<file path="src/rtl/can_frame_stuffer.sv">
// CAN frame serializer with bit stuffing: shifts a left-aligned frame out
// MSB-first, inserting a complement bit after every RUN_LEN equal bits.
module can_frame_stuffer #(
  parameter int MAX_LEN   = 98,
  parameter int RUN_LEN   = 5,
  parameter int BIT_TICKS = 1
) (
  input  logic                         clock_i,
  input  logic                         reset_ni,
  input  logic [MAX_LEN-1:0]           unstuffed_i,
  input  logic [$clog2(MAX_LEN+1)-1:0] len_i,
  input  logic                         start_i,
  output logic                         serial_o,
  output logic                         busy_o,
  output logic                         done_o,
  output logic [$clog2(MAX_LEN):0]     stuff_count_o
);

  localparam int LW = $clog2(MAX_LEN + 1);
  localparam int CW = $clog2(MAX_LEN) + 1;

  localparam logic [LW-1:0] MAX_L     = LW'(MAX_LEN);
  localparam logic [7:0]    TICK_LAST = 8'(BIT_TICKS - 1);
  localparam logic [3:0]    RUN_MAX   = 4'(RUN_LEN);
  localparam logic [CW-1:0] CNT_SAT   = '1;

  typedef enum logic [1:0] {
    IDLE,
    SEND,
    DONE
  } state_t;

  state_t             state;
  logic [MAX_LEN-1:0] shreg;
  logic [LW-1:0]      remain;
  logic [7:0]         tick;
  logic [3:0]         run;
  logic               last_bit;

  logic [LW-1:0] eff_len;
  logic          bit_end;
  logic          nxt_bit;

  always_comb begin
    eff_len = (len_i > MAX_L) ? MAX_L : len_i;
    bit_end = (tick == TICK_LAST);
    nxt_bit = shreg[MAX_LEN-1];
  end

  always_ff @(posedge clock_i) begin
    if (!reset_ni) begin
      state         <= IDLE;
      serial_o      <= 1'b1;
      busy_o        <= 1'b0;
      done_o        <= 1'b0;
      stuff_count_o <= '0;
      shreg         <= '0;
      remain        <= '0;
      tick          <= '0;
      run           <= '0;
      last_bit      <= 1'b1;
    end else begin
      done_o <= 1'b0;
      unique case (state)
        IDLE: begin
          if (start_i) begin
            stuff_count_o <= '0;
            tick          <= '0;
            if (eff_len == '0) begin
              state  <= DONE;
              done_o <= 1'b1;
              run    <= '0;
            end else begin
              state    <= SEND;
              busy_o   <= 1'b1;
              serial_o <= unstuffed_i[MAX_LEN-1];
              last_bit <= unstuffed_i[MAX_LEN-1];
              run      <= 4'd1;
              shreg    <= unstuffed_i << 1;
              remain   <= eff_len - LW'(1);
            end
          end
        end
        SEND: begin
          if (!bit_end) begin
            tick <= tick + 8'd1;
          end else begin
            tick <= '0;
            // A full run forces a stuff bit before any further data,
            // including after the final data bit.
            if (run == RUN_MAX) begin
              serial_o <= ~last_bit;
              last_bit <= ~last_bit;
              run      <= 4'd1;
              if (stuff_count_o != CNT_SAT)
                stuff_count_o <= stuff_count_o + CW'(1);
            end else if (remain != '0) begin
              serial_o <= nxt_bit;
              last_bit <= nxt_bit;
              run      <= (nxt_bit == last_bit) ? run + 4'd1 : 4'd1;
              shreg    <= shreg << 1;
              remain   <= remain - LW'(1);
            end else begin
              state    <= DONE;
              busy_o   <= 1'b0;
              serial_o <= 1'b1;
              done_o   <= 1'b1;
            end
          end
        end
        DONE: state <= IDLE;
        default: state <= IDLE;
      endcase
    end
  end

endmodule

</file>
<file path="config.mk">
export PLATFORM = sky130hd
export DESIGN_NAME = can_frame_stuffer
export DESIGN_NICKNAME = d
export VERILOG_FILES = /design/src/rtl/can_frame_stuffer.sv
export SDC_FILE = /design/constraint.sdc
export NUM_CORES = 1
export LEC_CHECK = 0
export ABC_AREA = 1
export CELL_PAD_IN_SITES_DETAIL_PLACEMENT = 0
export CELL_PAD_IN_SITES_GLOBAL_PLACEMENT = 1
export CORE_MARGIN = 5
export CORE_UTILIZATION = 40
export CTS_BUF_LIST = sky130_fd_sc_hd__clkbuf_16
export CTS_CLUSTER_DIAMETER = 40
export CTS_CLUSTER_SIZE = 14
export DETAILED_ROUTE_END_ITERATION = 7
export PLACE_DENSITY_LB_ADDON = 0.1
export RECOVER_POWER = 25
export SYNTH_ARGS = -nofsm -noshare
export SYNTH_HDL_FRONTEND = slang
export SYNTH_SLANG_ARGS = --single-unit
</file>
<file path="constraint.sdc">
create_clock -name clock_i -period 4.9 [get_ports clock_i]
set_input_delay 0.49 -clock clock_i [delete_from_list [all_inputs] [get_ports clock_i]]
set_output_delay 0.49 -clock clock_i [all_outputs]
set_load 0.05 [all_outputs]
</file>
==> PnR_summary.wiki, run 1 <==
{| class="wikitable"
! Metric !! Value
|-
| Largest voltage drop on the vdd net || 0.353 mV
|-
| Post-synth top area share || 0.394
|-
| Placeable core region || roughly 16,000 um2
|-
| Proportion of power drawn by combinational gates || 0.394
|-
| Fraction of registers with async set or reset after synthesis || 0
|-
| Worst endpoint required time || 5.20 ns
|-
| Critical path endpoint category || flip-flop
|-
| Slew at the pin closest to its max-slew limit || between 1 and 1.5 ns
|-
| Outcome || complete, no violations
|-
| Worst Clk Skew || about 0.015 ns
|-
| Number of failing hold endpoints at the final stage || 0
|-
| Initial cell density of the core || 0.402
|-
| Setup slack of the worst register-to-register path || 1.26 ns
|-
| Worst Path Max Fanout || 84
|-
| Setup_tns || 0 ns
|-
| Most frequent cell after synthesis || nand2_1
|-
| DRC violation count after routing || 0
|-
| P&R area growth vs syn || 25.6%
|-
| Post-Place Cells || 1,316
|-
| Sequential fraction of design power || 0.337
|-
| Post-synthesis instance area || 6600 um2
|-
| Number of instances in the synthesized netlist || just over 1k
|-
| Average detailed-routed wire length per instance || 12.3 um
|-
| Sw power || 1.93 mW
|-
| Setup Buffers After CTS || 0
|-
| CTS HTree Levels || 4
|-
| WHS Path Cells || 2
|-
| Die Area || 19,200 um2
|-
| CTS tree || built
|-
| Crit Reg-Reg Endpoint || stuff_count_o[0]
|-
| Most area-consuming cells after synthesis || dfxtp_1, nand2_1, nor2_1
|-
| Antenna violations before repair || 0
|-
| Hold Path End || tick[7]
|-
| Number of setup violations in the final report || 0
|-
| Clock latency at the later pin of the worst-skew pair || 0.42 ns
|-
| Slew HR || 0.241
|-
| Number of cells in the finished layout apart from fillers || 1,348
|-
| Net Count, Synth || roughly 1.1k
|-
| GR Util All Layers || 0.171
|-
| Remaining global-route overflow || 0
|-
| Post-Syn Area per Cell || approximately 6.4 um2
|-
| Proportion of power drawn by the clock network || 0.270
|-
| Number of buffers on the longest clock path || 2
|-
| ANT cells || 0
|-
| Post-cts gate resize count || 0
|-
| Ratio of final minimum period to clock period || 0.743
|-
| Layout cells sized above 1 || 0.0461
|-
| Number of buffers created by CTS || 17
|-
| Post-synth cell types || 35
|-
| Die Y || around 140 um
|-
| Launch instance of the worst register-to-register path || state[1]
|-
| Max frequency || 0.275 GHz
|-
| CTS Sinks || 130
|-
| Count of nets after finishing || 1,229
|-
| 1st-pass router iterations || 5
|-
| R2r worst-path depth || 10
|-
| Global-route wire length before repair || ~28 mm
|-
| Largest net degree at the start of global routing || 112
|-
| Type of the setup path with the least slack || reg -> reg
|-
| Shortest clock period the worst path allows after layout || between 3 and 4 ns
|-
| Clock transition at the registers of the reported paths || roughly 0.06 ns
|-
| Max-cap check violation count || 0
|-
| Worst EP arrival || 3.94 ns
|-
| Final antenna-violating net count || 0
|-
| Switching power as a share of total power || 0.401
|-
| Wirelength, routed || 16.5 mm
|-
| Power density over the cells || between 500 and 600 nW/um2
|-
| Max-slew violations || 0
|-
| Hold-fix buffer count after cts || 0
|-
| Crit start category || flip-flop
|-
| Min-delay worst type || reg -> reg
|-
| Leakage power summed over all cells || 3.80 nW
|-
| Most common flop cell mapped by yosys || dfxtp_1
|-
| Post-synthesis sequential element count || 130
|-
| Setup repair after global routing missed its margin || false
|-
| Detailed-placement wirelength estimate || between 10 and 15 mm
|-
| I/O pin count || 119
|-
| Drt via density || 4.66
|-
| Start point of the worst hold path || tick[7]
|-
| Post-synth top cells || nand2_1, nor2_1, dfxtp_1, o21ai_0, inv_1
|-
| Yosys warning count || 0
|-
| Floorplan die width || 138 um
|-
| Sequential share of the synthesized area || 0.394
|-
| Port-buffer cells || 118
|-
| Library cell used as clock root buffer || clkbuf_16
|-
| Vias in the first global route || 5,914
|-
| Routability congestion estimate from global placement || between 0.7 and 0.8
|-
| Dominant cell type by area after synthesis || dfxtp_1
|-
| FP Rows || 47
|-
| Iteration-0 DRC count of the detailed router || roughly 410
|-
| Overall via count from detail_route || 6,285
|-
| Number of synthesized flops with an enable pin || 0
|-
| Internal power || 2.89 mW
|}
==> critical path, stage by stage, from the launching register on <==
cell and delay [ns]:
dfxtp_1 0.43, inv_2 0.09, nand2_4 0.07, clkinvlp_2 0.87, buf_4 0.76, nand2_1 0.24
nand2_1 0.10, nor2_1 0.45, inv_1 0.27, a21oi_1 0.19, nor2_1 0.06
==> power by group through the flow <==
| stage | logic (mW) | registers (mW) | clock network (mW) |
|---|---|---|---|
| final | 1.90 | 1.63 | 1.30 |
| after detailed placement | 1.94 | 1.64 | 0 |
| after global routing | 2.21 | 1.67 | 1.37 |
| after CTS | 1.95 | 1.62 | 1.33 |
| after global placement | 1.94 | 1.64 | 0 |
| after floorplan | 1.61 | 1.64 | 0 |
==> how the worst max path moves through the flow <==
| stage | end | cells after the start | start | slack (ns) |
|---|---|---|---|---|
| global placement | remain[5] | 11 | len_i[4] | 1.97 |
| global route | shreg[93] | 9 | state[1] | 0.86 |
| CTS | shreg[74] | 9 | state[1] | 2.03 |
| finish | stuff_count_o[0] | 10 | state[1] | 1.26 |
| detailed placement | remain[5] | 11 | len_i[4] | 1.90 |
| floorplan | stuff_count_o[1] | 9 | stuff_count_o[1] | 3.10 |
==> per-layer routing <==
metal,GRT usage,share of wire,vias to the layer above
met5,0,0,-
met4,0.0484,0.010,0
met3,0.0435,0.051,10
met2,0.278,0.45,122
met1,0.226,0.49,2768
li1,-,-,3385
==> final cells by class <==
class                      count  area [um2]
timing repair buffer         123        1210
fill                        1727        8120
clock buffer                  17         425
tap                          220         275
clock inverter                15         174
multi-input combinational    798        3430
inverter                      45         171
sequential                   130        2600
==> layout by cell type, fill, tap and decap left out <==
master / instances
a211oi_1: 2
a21oi_1: 27
o21ai_2: 1
ha_1: 6
nor2_4: 1
or2_2: 3
nand3_1: 27
a221oi_1: 1
xor2_1: 4
nor4_1: 1
nand2_1: 353
xnor2_1: 2
o21ai_0: 80
o21ai_1: 37
buf_4: 5
a22oi_1: 1
inv_1: 42
nor2_8: 1
nand2_2: 2
clkdlybuf4s50_1: 106
clkinv_2: 5
buf_2: 1
inv_2: 3
dfxtp_1: 130
nand2_4: 3
bufinv_16: 4
a21boi_0: 1
nor2_2: 1
clkinvlp_2: 1
a21oi_4: 1
nor3_1: 3
clkbuf_16: 17
clkinv_1: 3
nand4_1: 5
nor4_4: 1
clkinvlp_4: 2
dlygate4sd3_1: 11
nor2_1: 234
==> cell families (layout without fill, tap and decap cells) <==
kind of cell             after synthesis  count (layout)  synth area share
AO/OA/AOI/OAI                        151             151             0.119
XOR/XNOR                               6               6           0.00796
adder cells (fa/ha/maj)                6               6            0.0114
buffers and inverters                104             200            0.0866
flip-flops                           130             130             0.394
AND/OR/NAND/NOR                      635             635             0.381
==> through the flow <==
step	area, um2	setup WS [ns]	utilization	hold slack [ns]	power (mW)
after floorplan	6600	3.10	-	0.440	3.25
final	8290	1.26	0.505	0.465	4.82
after global placement	7700	1.97	0.469	0.452	3.57
after CTS	8300	2.03	0.506	0.470	4.90
after global routing	8290	0.858	0.505	0.491	5.24
after detailed placement	7700	1.90	0.469	0.462	3.57
==> registers in the layout, summed over array words and instances (netlist names) <==
| signal | flops |
|---|---|
| state | 2 |
| tick | 8 |
| busy_o | 1 |
| serial_o | 1 |
| done_o | 1 |
| run | 4 |
| last_bit | 1 |
| remain | 7 |
| stuff_count_o | 8 |
| shreg | 97 |
(Power assumes the default switching activity.)
==> inputs of run 2 (changes only) <==
--- a/config.mk
+++ b/config.mk
@@ -9,7 +9,7 @@
 export CELL_PAD_IN_SITES_DETAIL_PLACEMENT = 0
 export CELL_PAD_IN_SITES_GLOBAL_PLACEMENT = 1
 export CORE_MARGIN = 5
-export CORE_UTILIZATION = 40
+export CORE_UTILIZATION = 37
 export CTS_BUF_LIST = sky130_fd_sc_hd__clkbuf_16
 export CTS_CLUSTER_DIAMETER = 40
 export CTS_CLUSTER_SIZE = 14
==> constraint.sdc (replaced) <==
create_clock -name clock_i -period 3.55 [get_ports clock_i]
set_input_delay 0.355 -clock clock_i [delete_from_list [all_inputs] [get_ports clock_i]]
set_output_delay 0.355 -clock clock_i [all_outputs]
set_load 0.05 [all_outputs]
==> PnR_summary.wiki, run 2 (synthesis results as in run 1) <==
{| class="wikitable"
! Metric !! Value
|-
| CTS HTree Levels || 4 (unchanged)
|-
| Global-route wire length before repair || 27.6 mm (was 27.8 mm)
|-
| Largest voltage drop on the vdd net || 0.417 mV (was 0.353 mV)
|-
| Sw power || 2.65 mW (was 1.93 mW)
|-
| Hold Slack || 0.464 ns (was 0.465 ns)
|-
| Crit Reg-Reg Endpoint || stuff_count_o[2] (was stuff_count_o[0])
|-
| Vias in the first global route || 5,811 (was 5,914)
|-
| Iteration-0 DRC count of the detailed router || 392 (was 411)
|-
| Max-cap check violation count || 0 (unchanged)
|-
| Antenna violations before repair || 0 (unchanged)
|-
| Type of the setup path with the least slack || reg -> reg (unchanged)
|-
| Max-slew violations || 0 (unchanged)
|-
| Max reg flops || 97 (unchanged)
|-
| Proportion of power drawn by combinational gates || 0.408 (was 0.394)
|-
| Reg with most FFs || shreg (unchanged)
|-
| Most frequent standard cell in the layout excluding fill and tap cells || nand2_1 (unchanged)
|-
| FP Rows || 48 (was 47)
|-
| Total of fill cells in the finished design || 1,847 (was 1,727)
|-
| Global routing's busiest layer || met2 (unchanged)
|-
| Placeable core region || 17,400 um2 (was 16,400 um2)
|-
| Most frequent cells in the layout || nand2_1, nor2_1, dfxtp_1, clkdlybuf4s50_1, o21ai_0 (unchanged)
|-
| Min-delay worst type || reg -> reg (unchanged)
|-
| Leakage power summed over all cells || 3.81 nW (was 3.80 nW)
|-
| Crit start category || flip-flop (unchanged)
|-
| Overall via count from detail_route || 6,273 (was 6,285)
|-
| R2r worst-path depth || 11 (was 10)
|-
| Count of nets after finishing || 1,232 (was 1,229)
|-
| Area used by multi-input combinational logic || 3430 um2 (unchanged)
|-
| Outcome || complete, no violations (unchanged)
|-
| Switching power as a share of total power || 0.401 (about the same)
|-
| Critical path endpoint category || flip-flop (unchanged)
|-
| Setup Buffers After CTS || 0 (unchanged)
|-
| Clock transition at the registers of the reported paths || 0.06 ns (about the same)
|-
| DRC violation count after routing || 0 (unchanged)
|-
| 1st-pass router iterations || 4 (was 5)
|-
| Setup repair after global routing missed its margin || false (unchanged)
|-
| GR Util All Layers || 0.163 (was 0.171)
|-
| Startpoint of the worst setup timing path || state[1] (unchanged)
|-
| Layout cells sized above 1 || 0.0443 (was 0.0461)
|-
| Hold-fix buffer count after cts || 0 (unchanged)
|-
| Launch instance of the worst register-to-register path || state[1] (unchanged)
|-
| Slew at the pin closest to its max-slew limit || 1.08 ns (was 1.13 ns)
|-
| Max frequency || 0.354 GHz (was 0.275 GHz)
|-
| Die Y || 144 um (was 138 um)
|-
| Shortest clock period the worst path allows after layout || 2.82 ns (was 3.64 ns)
|-
| I/O pin count || 119 (unchanged)
|-
| Power density over the cells || 794 nW/um2 (was 582 nW/um2)
|-
| Sequential fraction of design power || 0.339 (was 0.337)
|-
| Number of setup violations in the final report || 0 (unchanged)
|-
| CTS Sinks || 130 (unchanged)
|-
| Worst Clk Skew || 0.00664 ns (was 0.0152 ns)
|-
| ANT cells || 0 (unchanged)
|-
| Internal power || 3.96 mW (was 2.89 mW)
|-
| Remaining global-route overflow || 0 (unchanged)
|-
| Worst EP arrival || 3.12 ns (was 3.94 ns)
|-
| Slew HR || 0.282 (was 0.241)
|-
| P&R area growth vs syn || 26.0% (was 25.6%)
|-
| Largest net degree at the start of global routing || 112 (unchanged)
|-
| Largest regs || shreg x97, stuff_count_o x8, tick x8 (unchanged)
|-
| Setup slack of the worst register-to-register path || 0.73 ns (was 1.26 ns)
|-
| Floorplan die width || 144 um (was 138 um)
|-
| Port-buffer cells || 118 (unchanged)
|-
| Detailed-placement wirelength estimate || 10.6 mm (was 10.2 mm)
|-
| Met2 Use GR || 0.260 (was 0.278)
|-
| Wirelength, routed || 16.9 mm (was 16.5 mm)
|-
| Routability congestion estimate from global placement || 0.779 (was 0.793)
|-
| Drt via density || 4.64 (was 4.66)
|-
| Setup_tns || 0 ns (unchanged)
|-
| Met3 Resource Use GR || 0.0386 (was 0.0435)
|-
| Post-cts gate resize count || 0 (unchanged)
|-
| Proportion of power drawn by the clock network || 0.253 (was 0.270)
|-
| Worst endpoint required time || 3.85 ns (was 5.20 ns)
|-
| Library cell used as clock root buffer || clkbuf_16 (unchanged)
|-
| Global-route track usage on met1 || 0.219 (was 0.226)
|-
| Clock latency at the later pin of the worst-skew pair || 0.41 ns (was 0.42 ns)
|-
| Average detailed-routed wire length per instance || 12.5 um (was 12.3 um)
|-
| Register area || 2600 um2 (unchanged)
|-
| Final antenna-violating net count || 0 (unchanged)
|-
| Number of buffers created by CTS || 17 (unchanged)
|-
| Initial cell density of the core || 0.379 (was 0.402)
|-
| Worst Path Max Fanout || 17 (was 84)
|-
| Worst setup endpoint || stuff_count_o[2] (was stuff_count_o[0])
|-
| CTS tree || built (unchanged)
|-
| Die Area || 20,600 um2 (was 19,200 um2)
|-
| Number of buffers on the longest clock path || 2 (unchanged)
|-
| Number of failing hold endpoints at the final stage || 0 (unchanged)
|-
| Ratio of final minimum period to clock period || 0.795 (was 0.743)
|}
## run 2: cell types whose count changed in the layout (fill, tap and decap cells not counted), sizes merged
cell	previous run	this run
buf	6	9
clkinvlp	3	1
bufinv	4	3
## run 2: per-layer routing
layer | vias up | part of all wire
met5 | - | 0
met4 | 0 | 0.011
met3 | 13 | 0.051
met2 | 101 | 0.44
met1 | 2756 | 0.50
li1 | 3403 | -
## run 2: final cells by class
class,count,area share
clock inverters,12,0.0152
well taps,225,0.0338
multi-input cells,798,0.412
repair buffers,126,0.155
flip-flops and latches,130,0.313
inverters,45,0.0206
clock buffers,17,0.0511
## run 2: critical path, cell delays in order (launching register included)
cell        delay, ns
dfxtp_1          0.41
inv_1            0.13
nand2_4          0.08
clkinvlp_2       0.55
o21ai_2          0.32
nand2_1          0.13
clkinv_2         0.10
nand2_1          0.10
nor2_1           0.48
inv_2            0.17
o21ai_0          0.19
nor2_1           0.05
## run 2: worst min path at each step
stage          startpoint       end  slack [ns]  depth (start not counted)
3_5_place_dp      tick[7]   tick[7]        0.46                          2
2_1_floorplan    shreg[1]  shreg[1]        0.44                          2
4_1_cts           tick[7]   tick[7]        0.47                          2
5_1_grt          shreg[1]  shreg[1]        0.51                          2
3_3_place_gp      tick[7]   tick[7]        0.45                          2
6_report          tick[7]   tick[7]        0.46                          2
## run 2: stage by stage
step	cell area [um2]	util	cells	worst slack [ns]	total power, mW
global placement	7780	0.447	1324	1.05	5.01
finish	8320	0.478	1353	0.729	6.61
floorplan	6600	-	1032	1.75	4.49
detailed placement	7780	0.447	1324	1.02	5.01
CTS	8330	0.478	1353	1.01	6.72
global route	8320	0.478	1353	0.394	7.21
## run 2: power groups by stage
stage / Sequential (mW) / Combinational, mW / Clock, mW
5_1_grt: 2.30 / 3.12 / 1.78
3_3_place_gp: 2.26 / 2.74 / 0
2_1_floorplan: 2.26 / 2.22 / 0
4_1_cts: 2.24 / 2.77 / 1.71
6_report: 2.24 / 2.70 / 1.67
3_5_place_dp: 2.26 / 2.76 / 0
==> inputs of run 3 (changes only) <==
--- a/config.mk
+++ b/config.mk
@@ -9,7 +9,7 @@
 export CELL_PAD_IN_SITES_DETAIL_PLACEMENT = 0
 export CELL_PAD_IN_SITES_GLOBAL_PLACEMENT = 1
 export CORE_MARGIN = 5
-export CORE_UTILIZATION = 37
+export CORE_UTILIZATION = 33
 export CTS_BUF_LIST = sky130_fd_sc_hd__clkbuf_16
 export CTS_CLUSTER_DIAMETER = 40
 export CTS_CLUSTER_SIZE = 14
==> constraint.sdc (replaced) <==
create_clock -name clock_i -period 2.5 [get_ports clock_i]
set_input_delay 0.25 -clock clock_i [delete_from_list [all_inputs] [get_ports clock_i]]
set_output_delay 0.25 -clock clock_i [all_outputs]
set_load 0.05 [all_outputs]
==> PnR_summary.wiki, run 3 (synthesis results as in run 1) <==
{| class="wikitable"
! Metric !! Value
|-
| Outcome || complete, no violations (unchanged)
|-
| Most frequent cells in the layout || nand2_1, nor2_1, dfxtp_1, clkdlybuf4s50_1, o21ai_0 (unchanged)
|-
| Wirelength, routed || 17.8 mm (was 16.9 mm)
|-
| Slew at the pin closest to its max-slew limit || 0.797 ns (was 1.08 ns)
|-
| Antenna violations before repair || 0 (unchanged)
|-
| Setup slack of the worst register-to-register path || 0.36 ns (was 0.73 ns)
|-
| Crit Reg-Reg Endpoint || remain[4] (was stuff_count_o[2])
|-
| Final instance area || 8450 um2 (was 8320 um2)
|-
| Vias in the first global route || 6,206 (was 5,811)
|-
| Largest regs || shreg x97, stuff_count_o x8, tick x8 (unchanged)
|-
| Max reg flops || 97 (unchanged)
|-
| WHS Path Cells || 3 (was 2)
|-
| R2r worst-path depth || 13 (was 11)
|-
| Number of failing hold endpoints at the final stage || 0 (unchanged)
|-
| Max-cap check violation count || 0 (unchanged)
|-
| Die Y || 151 um (was 144 um)
|-
| Placeable core region || 19,600 um2 (was 17,400 um2)
|-
| Max frequency || 0.468 GHz (was 0.354 GHz)
|-
| Setup_tns || 0 ns (unchanged)
|-
| FP Rows || 51 (was 48)
|-
| Slowest library cell on the worst path || dfxtp_1 (was clkinvlp_2)
|-
| Worst Path Max Fanout || 19 (was 17)
|-
| Most common cell type on the critical path || nand2_4
|-
| Power density over the cells || 1140 nW/um2 (was 794 nW/um2)
|-
| CTS HTree Levels || 4 (unchanged)
|-
| Library cell used as clock root buffer || clkbuf_16 (unchanged)
|-
| Worst EP arrival || 2.50 ns (was 3.12 ns)
|-
| Reg with most FFs || shreg (unchanged)
|-
| Type of the setup path with the least slack || reg -> reg (unchanged)
|-
| Placed Instance Area || 7870 um2 (was 7780 um2)
|-
| 1st-pass router iterations || 4 (unchanged)
|-
| ANT cells || 0 (unchanged)
|-
| Start point of the worst hold path || reset_ni (was tick[7])
|-
| Slew HR || 0.469 (was 0.282)
|-
| Post-cts gate resize count || 0 (unchanged)
|-
| Worst path cell trace || inv_1 > nand2_4 > clkinv_2 > o21ai_2 > nand2_2 > clkinv_2 > nand2_4 > inv_2 > nand2_4 > clkbuf_2 > a21oi_1 > nand2_1 > inv_1 (was inv_1 > nand2_4 > clkinvlp_2 > o21ai_2 > nand2_1 > clkinv_2 > nand2_1 > nor2_1 > inv_2 > o21ai_0 > nor2_1)
|-
| Iteration-0 DRC count of the detailed router || 364 (was 392)
|-
| Largest stage delay, worst path || 0.41 ns (was 0.55 ns)
|-
| Startpoint of the worst setup timing path || state[1] (unchanged)
|-
| DRC violation count after routing || 0 (unchanged)
|-
| Most frequent standard cell in the layout excluding fill and tap cells || nand2_1 (unchanged)
|-
| Clock latency at the later pin of the worst-skew pair || 0.42 ns (was 0.41 ns)
|-
| Routability congestion estimate from global placement || 0.793 (was 0.779)
|-
| Initial cell density of the core || 0.337 (was 0.379)
|-
| Largest delay share family, worst path || buffers and inverters (unchanged)
|-
| P&R area growth vs syn || 28.1% (was 26.0%)
|-
| Hold Path End || serial_o (was tick[7])
|-
| Overall Power || 9.60 mW (was 6.61 mW)
|-
| GR Util All Layers || 0.159 (was 0.163)
|-
| Largest voltage drop on the vdd net || 0.719 mV (was 0.417 mV)
|-
| Die Area || 22,900 um2 (was 20,600 um2)
|-
| Detailed-placement wirelength estimate || 11.2 mm (was 10.6 mm)
|-
| Leakage power summed over all cells || 3.85 nW (was 3.81 nW)
|-
| Worst endpoint required time || 2.86 ns (was 3.85 ns)
|-
| Largest net degree at the start of global routing || 108 (was 112)
|-
| Crit start category || flip-flop (unchanged)
|-
| Hold-fix buffer count after cts || 0 (unchanged)
|-
| I/O pin count || 119 (unchanged)
|-
| Number of buffers on the longest clock path || 2 (unchanged)
|-
| Launch instance of the worst register-to-register path || state[1] (unchanged)
|-
| Buffering stage count on the worst path with inverters included || 6 (was 4)
|-
| Remaining global-route overflow || 0 (unchanged)
|-
| Max-slew violations || 0 (unchanged)
|-
| Layout cells sized above 1 || 0.0563 (was 0.0443)
|-
| Average detailed-routed wire length per instance || 12.7 um (was 12.5 um)
|-
| Overall via count from detail_route || 6,376 (was 6,273)
|-
| CTS Sinks || 130 (unchanged)
|-
| CTS tree || built (unchanged)
|-
| Final antenna-violating net count || 0 (unchanged)
|-
| Setup Buffers After CTS || 0 (unchanged)
|-
| Number of setup violations in the final report || 0 (unchanged)
|-
| Setup repair after global routing missed its margin || false (unchanged)
|-
| Critical path endpoint category || flip-flop (unchanged)
|-
| Ratio of final minimum period to clock period || 0.855 (was 0.795)
|-
| Clock transition at the registers of the reported paths || 0.06 ns (about the same)
|-
| Floorplan die width || 151 um (was 144 um)
|-
| Port-buffer cells || 118 (unchanged)
|-
| Global-route wire length before repair || 29.7 mm (was 27.6 mm)
|-
| Worst Clk Skew || 0.0107 ns (was 0.00664 ns)
|-
| Min-delay worst type || in -> reg (was reg -> reg)
|-
| Shortest clock period the worst path allows after layout || 2.14 ns (was 2.82 ns)
|-
| Number of buffers created by CTS || 17 (unchanged)
|-
| Drt via density || 4.55 (was 4.64)
|-
| Count of nets after finishing || 1,238 (was 1,232)
|}
-- run 3: power breakdown --
part           total, mW  leakage (nW)  internal (mW)  switching, mW
clock               2.51         0.288           1.56          0.950
sequential          3.17          1.08           2.81          0.363
combinational       3.92          2.49           1.32           2.60
total               9.60          3.85           5.69           3.91
-- run 3: worst max-delay path by stage --
stage	end	cells after the start
final	remain[4]	13
after global routing	remain[4]	13
after CTS	remain[3]	12
after detailed placement	remain[6]	12
after global placement	remain[5]	12
after floorplan	stuff_count_o[1]	9
-- run 3: stage by stage --
step	std cells	setup WS, ns	hold slack, ns	util
after floorplan	1032	0.702	0.414	-
after global placement	1370	0.329	0.454	0.402
after global routing	1401	0.127	0.385	0.432
after detailed placement	1370	0.286	0.460	0.402
final	1401	0.363	0.343	0.432
after CTS	1401	0.397	0.363	0.432
-- run 3: cell type report --
type / count / area [um2]
multi-input combinational: 798 / 3440
clock buffer: 17 / 425
timing repair buffer: 132 / 1320
sequential: 130 / 2600
inverter: 45 / 171
fill: 2104 / 11100
tap: 265 / 332
clock inverter: 14 / 164
-- run 3: routing by layer --
layer  GRT usage  vias up  share of wire
met1       0.213     2820           0.50
met5           0        -              0
li1            -     3422              -
met2       0.253      118           0.44
met3      0.0392       16          0.051
met4      0.0490        0          0.012
-- run 3: worst register-to-register path, cell delays in order, from the launching register on --
cell and delay (ns):
dfxtp_1 0.41, inv_1 0.13, nand2_4 0.09, clkinv_2 0.19
o21ai_2 0.20, nand2_2 0.10, clkinv_2 0.09, nand2_4 0.08
inv_2 0.10, nand2_4 0.06, clkbuf_2 0.30, a21oi_1 0.21
nand2_1 0.07, inv_1 0.05
